<file path="config.mk">
export PLATFORM = sky130hd
export DESIGN_NAME = ysyx_22040750_csr_regfile
export DESIGN_NICKNAME = d
export VERILOG_FILES = /design/src/rtl/ysyx_22040750_csr_regfile.sv
export SDC_FILE = /design/constraint.sdc
export NUM_CORES = 1
export LEC_CHECK = 0
export CAP_MARGIN = 20
export CORE_ASPECT_RATIO = 1.4
export CORE_MARGIN = 4
export CORE_UTILIZATION = 25
export CTS_CLUSTER_DIAMETER = 40
export DETAILED_ROUTE_END_ITERATION = 6
export HOLD_SLACK_MARGIN = 0.15
export MAX_ROUTING_LAYER = met4
export PLACE_DENSITY_LB_ADDON = 0.12
export RECOVER_POWER = 25
export SLEW_MARGIN = 20
export SYNTH_ARGS = -nofsm -noshare
export SYNTH_HDL_FRONTEND = slang
export SYNTH_SLANG_ARGS = --single-unit
</file>
<file path="constraint.sdc">
create_clock -name I_sys_clk -period 4.67 [get_ports I_sys_clk]
set_input_delay 0.934 -clock I_sys_clk [delete_from_list [all_inputs] [get_ports I_sys_clk]]
set_output_delay 0.934 -clock I_sys_clk [all_outputs]
set_load 0.1 [all_outputs]
</file>
<file path="src/rtl/ysyx_22040750_csr_regfile.sv">
// Machine-mode CSR file: eight CSRs, ecall/mret/timer-interrupt trap handling
// and the pipeline redirect that goes with them.
module ysyx_22040750_csr_regfile (
  input  logic        I_sys_clk,
  input  logic        I_rst,
  input  logic        I_valid,
  input  logic [63:0] I_pc,
  input  logic [11:0] I_csr_addr,
  input  logic        I_csr_wen,
  input  logic [63:0] I_csr_wdata,
  input  logic        I_ecall,
  input  logic        I_mret,
  input  logic        I_timer_irq,
  output logic [63:0] O_csr_rdata,
  output logic        O_csr_illegal,
  output logic        O_trap_valid,
  output logic [63:0] O_trap_pc
);

  localparam logic [11:0] ADDR_MSTATUS  = 12'h300;
  localparam logic [11:0] ADDR_MIE      = 12'h304;
  localparam logic [11:0] ADDR_MTVEC    = 12'h305;
  localparam logic [11:0] ADDR_MSCRATCH = 12'h340;
  localparam logic [11:0] ADDR_MEPC     = 12'h341;
  localparam logic [11:0] ADDR_MCAUSE   = 12'h342;
  localparam logic [11:0] ADDR_MIP      = 12'h344;
  localparam logic [11:0] ADDR_MCYCLE   = 12'hB00;

  localparam logic [63:0] CAUSE_MTI   = 64'h8000_0000_0000_0007;
  localparam logic [63:0] CAUSE_ECALL = 64'd11;

  // Only MIE/MPIE of mstatus are stored; MPP reads as constant 2'b11.
  logic        st_mie_q, st_mie_d;
  logic        st_mpie_q, st_mpie_d;
  logic [63:0] mie_q, mie_d;
  logic [63:0] mtvec_q, mtvec_d;
  logic [63:0] mscratch_q, mscratch_d;
  logic [63:0] mepc_q, mepc_d;
  logic [63:0] mcause_q, mcause_d;
  logic [63:0] mcycle_q, mcycle_d;
  logic        mtip_q, mtip_d;

  logic [63:0] mstatus_rd;
  logic        irq_take;
  logic        ecall_take;
  logic        mret_take;
  logic        trap_take;
  logic        csr_we;

  assign mstatus_rd = {51'b0, 2'b11, 3'b0, st_mpie_q, 3'b0, st_mie_q, 3'b0};

  always_comb begin
    O_csr_rdata   = 64'b0;
    O_csr_illegal = 1'b0;
    case (I_csr_addr)
      ADDR_MSTATUS:  O_csr_rdata = mstatus_rd;
      ADDR_MIE:      O_csr_rdata = mie_q;
      ADDR_MTVEC:    O_csr_rdata = mtvec_q;
      ADDR_MSCRATCH: O_csr_rdata = mscratch_q;
      ADDR_MEPC:     O_csr_rdata = {mepc_q[63:2], 2'b00};
      ADDR_MCAUSE:   O_csr_rdata = mcause_q;
      ADDR_MIP:      O_csr_rdata = {56'b0, mtip_q, 7'b0};
      ADDR_MCYCLE:   O_csr_rdata = mcycle_q;
      default:       O_csr_illegal = 1'b1;
    endcase
  end

  // Priority: interrupt > ecall > mret > CSR write.
  assign irq_take   = I_valid & st_mie_q & mie_q[7] & mtip_q;
  assign ecall_take = I_valid & I_ecall & ~irq_take;
  assign mret_take  = I_valid & I_mret & ~I_ecall & ~irq_take;
  assign trap_take  = irq_take | ecall_take | mret_take;
  assign csr_we     = I_valid & I_csr_wen & ~O_csr_illegal & ~trap_take;

  always_comb begin
    O_trap_valid = trap_take & ~I_rst;
    O_trap_pc    = 64'b0;
    if (O_trap_valid) begin
      O_trap_pc = mret_take ? {mepc_q[63:2], 2'b00} : {mtvec_q[63:2], 2'b00};
    end
  end

  always_comb begin
    st_mie_d   = st_mie_q;
    st_mpie_d  = st_mpie_q;
    mie_d      = mie_q;
    mtvec_d    = mtvec_q;
    mscratch_d = mscratch_q;
    mepc_d     = mepc_q;
    mcause_d   = mcause_q;
    mcycle_d   = mcycle_q + 64'd1;
    mtip_d     = I_timer_irq;
    if (irq_take || ecall_take) begin
      mepc_d    = I_pc;
      mcause_d  = irq_take ? CAUSE_MTI : CAUSE_ECALL;
      st_mpie_d = st_mie_q;
      st_mie_d  = 1'b0;
    end else if (mret_take) begin
      st_mie_d  = st_mpie_q;
      st_mpie_d = 1'b1;
    end else if (csr_we) begin
      case (I_csr_addr)
        ADDR_MSTATUS: begin
          st_mie_d  = I_csr_wdata[3];
          st_mpie_d = I_csr_wdata[7];
        end
        ADDR_MIE:      mie_d      = I_csr_wdata;
        ADDR_MTVEC:    mtvec_d    = I_csr_wdata;
        ADDR_MSCRATCH: mscratch_d = I_csr_wdata;
        ADDR_MEPC:     mepc_d     = I_csr_wdata;
        ADDR_MCAUSE:   mcause_d   = I_csr_wdata;
        ADDR_MCYCLE:   mcycle_d   = I_csr_wdata;
        default:       ;
      endcase
    end
  end

  always_ff @(posedge I_sys_clk) begin
    if (I_rst) begin
      st_mie_q   <= 1'b0;
      st_mpie_q  <= 1'b0;
      mie_q      <= 64'b0;
      mtvec_q    <= 64'b0;
      mscratch_q <= 64'b0;
      mepc_q     <= 64'b0;
      mcause_q   <= 64'b0;
      mcycle_q   <= 64'b0;
      mtip_q     <= 1'b0;
    end else begin
      st_mie_q   <= st_mie_d;
      st_mpie_q  <= st_mpie_d;
      mie_q      <= mie_d;
      mtvec_q    <= mtvec_d;
      mscratch_q <= mscratch_d;
      mepc_q     <= mepc_d;
      mcause_q   <= mcause_d;
      mcycle_q   <= mcycle_d;
      mtip_q     <= mtip_d;
    end
  end

endmodule
</file>
==> reports/metrics.csv <==
stage;metric;value;unit
grt;GRT Total Usage;0.207;
yosys;Mapped Area;18300;um^2
layout;multi-input logic area;9650;um^2
sta;Fmax;219;MHz
sta;Hold Slack;449;ps
layout;Area Growth Syn to Fin;39.3;%
grt;largest net degree at the start of global routing;131;
worst_setup_path;CP Capture Point;O_csr_rdata[12];
layout;FILL cells;7482;
layout;Reg area;7710;um^2
sta;min Tclk post-route;4560;ps
yosys;Yosys top cell area share;0.422;
status;failing checks;DRC, capacitance limit, slew limit;
sta;Final Hold Vio Count;0;
grt;initial antenna violation count;2;
layout;final net count;2775;
drt;met1 WL;33600;um
yosys;top area cells in the synthesized netlist;dfxtp_1 42%, nand2_1 17%, a21oi_1 8.8%;
die;Starting Density;0.252;
die;DIE AREA;77600;um^2
sta;post-route setup slack;106;ps
layout;ANT cells;0;
drt;drt wl/cell;22.5;um
clock_network;Num Clock Sinks;385;
power_and_ir_drop;Leak Pwr;8.22;nW
sta;Tcrit/Tclk final;0.977;
grt;first-pass GRT wire length;122000;um
drt;drt first pass iters;7;
yosys;Most used DFF post-synth;dfxtp_1;
yosys;top cells by count, synth;833 x nand2_1, 385 x dfxtp_1, 323 x a21oi_1;
yosys;largest area contributor in the synthesized netlist;dfxtp_1;
worst_setup_path;crit start category;input port;
placement;port bufs;272;
sta;Max Slew Vio Count;214;
worst_setup_path;worst r2r path cells;7;
yosys;synthesized flop and latch total;385;
drt;Met2 Routed Length;41900;um
die;Die W;237;um
layout;share of cells above drive strength 1;0.123;
placement;gpl congestion;0.772;
sta;Final setup viols;0;
placement;pre-CTS setup slack;-97.1;ps
clock_network;CTS clock-pin slew for the worst setup and hold paths;60;ps
yosys;Post-Syn Area per Cell;7.46;um^2
job;max-cap check violation count;4;
worst_setup_path;r2r startpoint;mtip_q$_SDFF_PP0_;
sta;setup_tns;0;ps
worst_setup_path;worst-path fanout max;32;
drt;met3 WL post-DR;3960;um
grt;vias in the first global route;19331;
placement;DP Area;23400;um^2
yosys;most common cell in the synthesized netlist;nand2_1;
clock_network;hold_buf cts;0;
layout;final instance area;25500;um^2
clock_network;CTS H-tree lvls;2;
clock_network;Setup Buffers After CTS;0;
drt;total wire length;81500;um
worst_hold_path;Hold Path Class;flop to flop;
yosys;Post-synth EDFFs;0;
worst_setup_path;CP required;3740;ps
clock_network;Clock Root Buffer;clkbuf_16;
status;status;finished with violations;
die;die height;328;um
sta;Max-Slew Margin vs Limit;-0.420;
drt;DR top layer;met4;
grt;gr ovfl total;0;
sta;final setup skew;18.5;ps
drt;total number of vias;19220;
die;I/O pin count;277;
power_and_ir_drop;Power, Total;8.63;mW
yosys;fraction of registers with async set/reset;0;
die;core area;72600;um^2
placement;final HPWL from detailed placement;52500;um
drt;Residual DRC;13;
clock_network;CTS tree;built;
clock_network;clk buf depth;3;
yosys;Ys Warns;0;
worst_setup_path;Crit Path Class;input port to output pin;
yosys;Seq/Total Area, Yosys;0.422;
power_and_ir_drop;PD cells;339;nW/um^2
yosys;Mapped Cells;2450;
drt;DRT iter0 DRCs;1828;
sta;Least-Margin Pin Slew;2130;ps
clock_network;TritonCTS Buffers;59;
sta;RSZ-0062 raised after global routing;no;
worst_setup_path;crit path from;I_csr_addr[3];
power_and_ir_drop;worst ir drop on vdd;247;uV
worst_setup_path;Crit. End Element;output pin;
die;row count;117;
clock_network;worst skew pair latency;630;ps
worst_setup_path;R2R setup slack;1390;ps
yosys;Cell variety after synth;62;
worst_setup_path;Worst EP arrival;3630;ps
drt;post-route ant nets;0;
worst_setup_path;reg2reg end;mscratch_q[37]$_SDFFE_PP0P_;
drt;Vias/cell;5.30;
==> kinds of logic after synthesis <==
| kind of cell | Yosys count | synth area share |
|---|---|---|
| compound gates | 607 | 0.226 |
| xor+xnor | 42 | 0.0201 |
| fa+ha+maj | 1 | 0.000684 |
| buf+inv | 238 | 0.0553 |
| flops | 385 | 0.422 |
| mux | 12 | 0.00671 |
| other cells | 1 | 0.000205 |
| simple gates | 1164 | 0.269 |
==> sequential cells by signal (all words and copies together) (netlist names), 62 cells and up <==
| register | cells |
|---|---|
| mcause_q | 64 |
| mcycle_q | 64 |
| mie_q | 64 |
| mscratch_q | 64 |
| mtvec_q | 64 |
| mepc_q | 62 |
==> timing repair <==
action / 4_1_cts / 5_1_grt
setup endpoints to repair: 52 / 2
gates resized for setup: 2 / 2
pin swaps: 0 / 0
==> per-layer routing <==
layer,track usage,vias up
li1,-,9056
met1,0.246,9342
met2,0.367,691
met3,0.0261,131
met4,0.0613,0
met5,-,-
==> report_power, final <==
group          switching [mW]  internal [mW]  total, mW
combinational           0.276          0.181      0.457
clock                    1.73           3.07       4.80
sequential             0.0447           3.33       3.37
==> placed cells by master, fill, tap and decap left out, types with 5 or more instances in the layout <==
master and n:
a211oi_1 47, a21oi_1 323, a222oi_1 117, a22oi_1 6, a311oi_1 77, and3_1 11
and4_1 11, buf_12 148, buf_4 35, bufinv_16 11, clkbuf_1 10, clkbuf_16 60
clkbuf_8 6, clkdlybuf4s50_1 142, clkinv_4 8, clkinvlp_4 5, dfxtp_1 385, inv_1 18
inv_6 8, mux2i_1 10, nand2_1 831, nand3_1 30, nand3_2 5, nand4_1 23
nor2_1 139, nor3_1 18, nor4_1 22, o21ai_0 6, o31ai_1 13, or2_2 5
or4_1 20, xnor2_1 38
==> through the flow <==
step	cells	utilization
final	3626	0.351
after global routing	3626	0.351
after CTS	3626	0.351
after detailed placement	3518	0.322
after global placement	3518	0.322
after floorplan	2451	-
==> final cells by class <==
| type | instances | area share |
|---|---|---|
| clock inverter | 36 | 0.0212 |
| timing repair buffer | 335 | 0.185 |
| inverter | 18 | 0.00265 |
| tap | 952 | 0.0468 |
| sequential | 385 | 0.303 |
| multi-input combinational | 1828 | 0.379 |
| clock buffer | 72 | 0.0631 |
==> worst max-delay path: stages <==
cell,delay [ps]
clkdlybuf4s50_1,480
or4b_2,770
nor4_4,220
buf_4,180
and2_2,220
buf_12,240
a22oi_1,100
nand3_1,230
buf_12,220
==> how the worst min path moves through the flow <==
stage          cells after the start                 startpoint  slack (ps)                   endpoint
2_1_floorplan                      2  mcause_q[10]$_SDFFE_PP0P_         430  mcause_q[10]$_SDFFE_PP0P_
3_3_place_gp                       2  mcause_q[60]$_SDFFE_PP0P_         440  mcause_q[60]$_SDFFE_PP0P_
3_5_place_dp                       2  mcause_q[57]$_SDFFE_PP0P_         440  mcause_q[57]$_SDFFE_PP0P_
4_1_cts                            2  mcause_q[57]$_SDFFE_PP0P_         450  mcause_q[57]$_SDFFE_PP0P_
5_1_grt                            2  mcause_q[36]$_SDFFE_PP0P_         470  mcause_q[36]$_SDFFE_PP0P_
6_report                           2  mcause_q[24]$_SDFFE_PP0P_         450  mcause_q[24]$_SDFFE_PP0P_
Power figures use the tool's default switching activity.
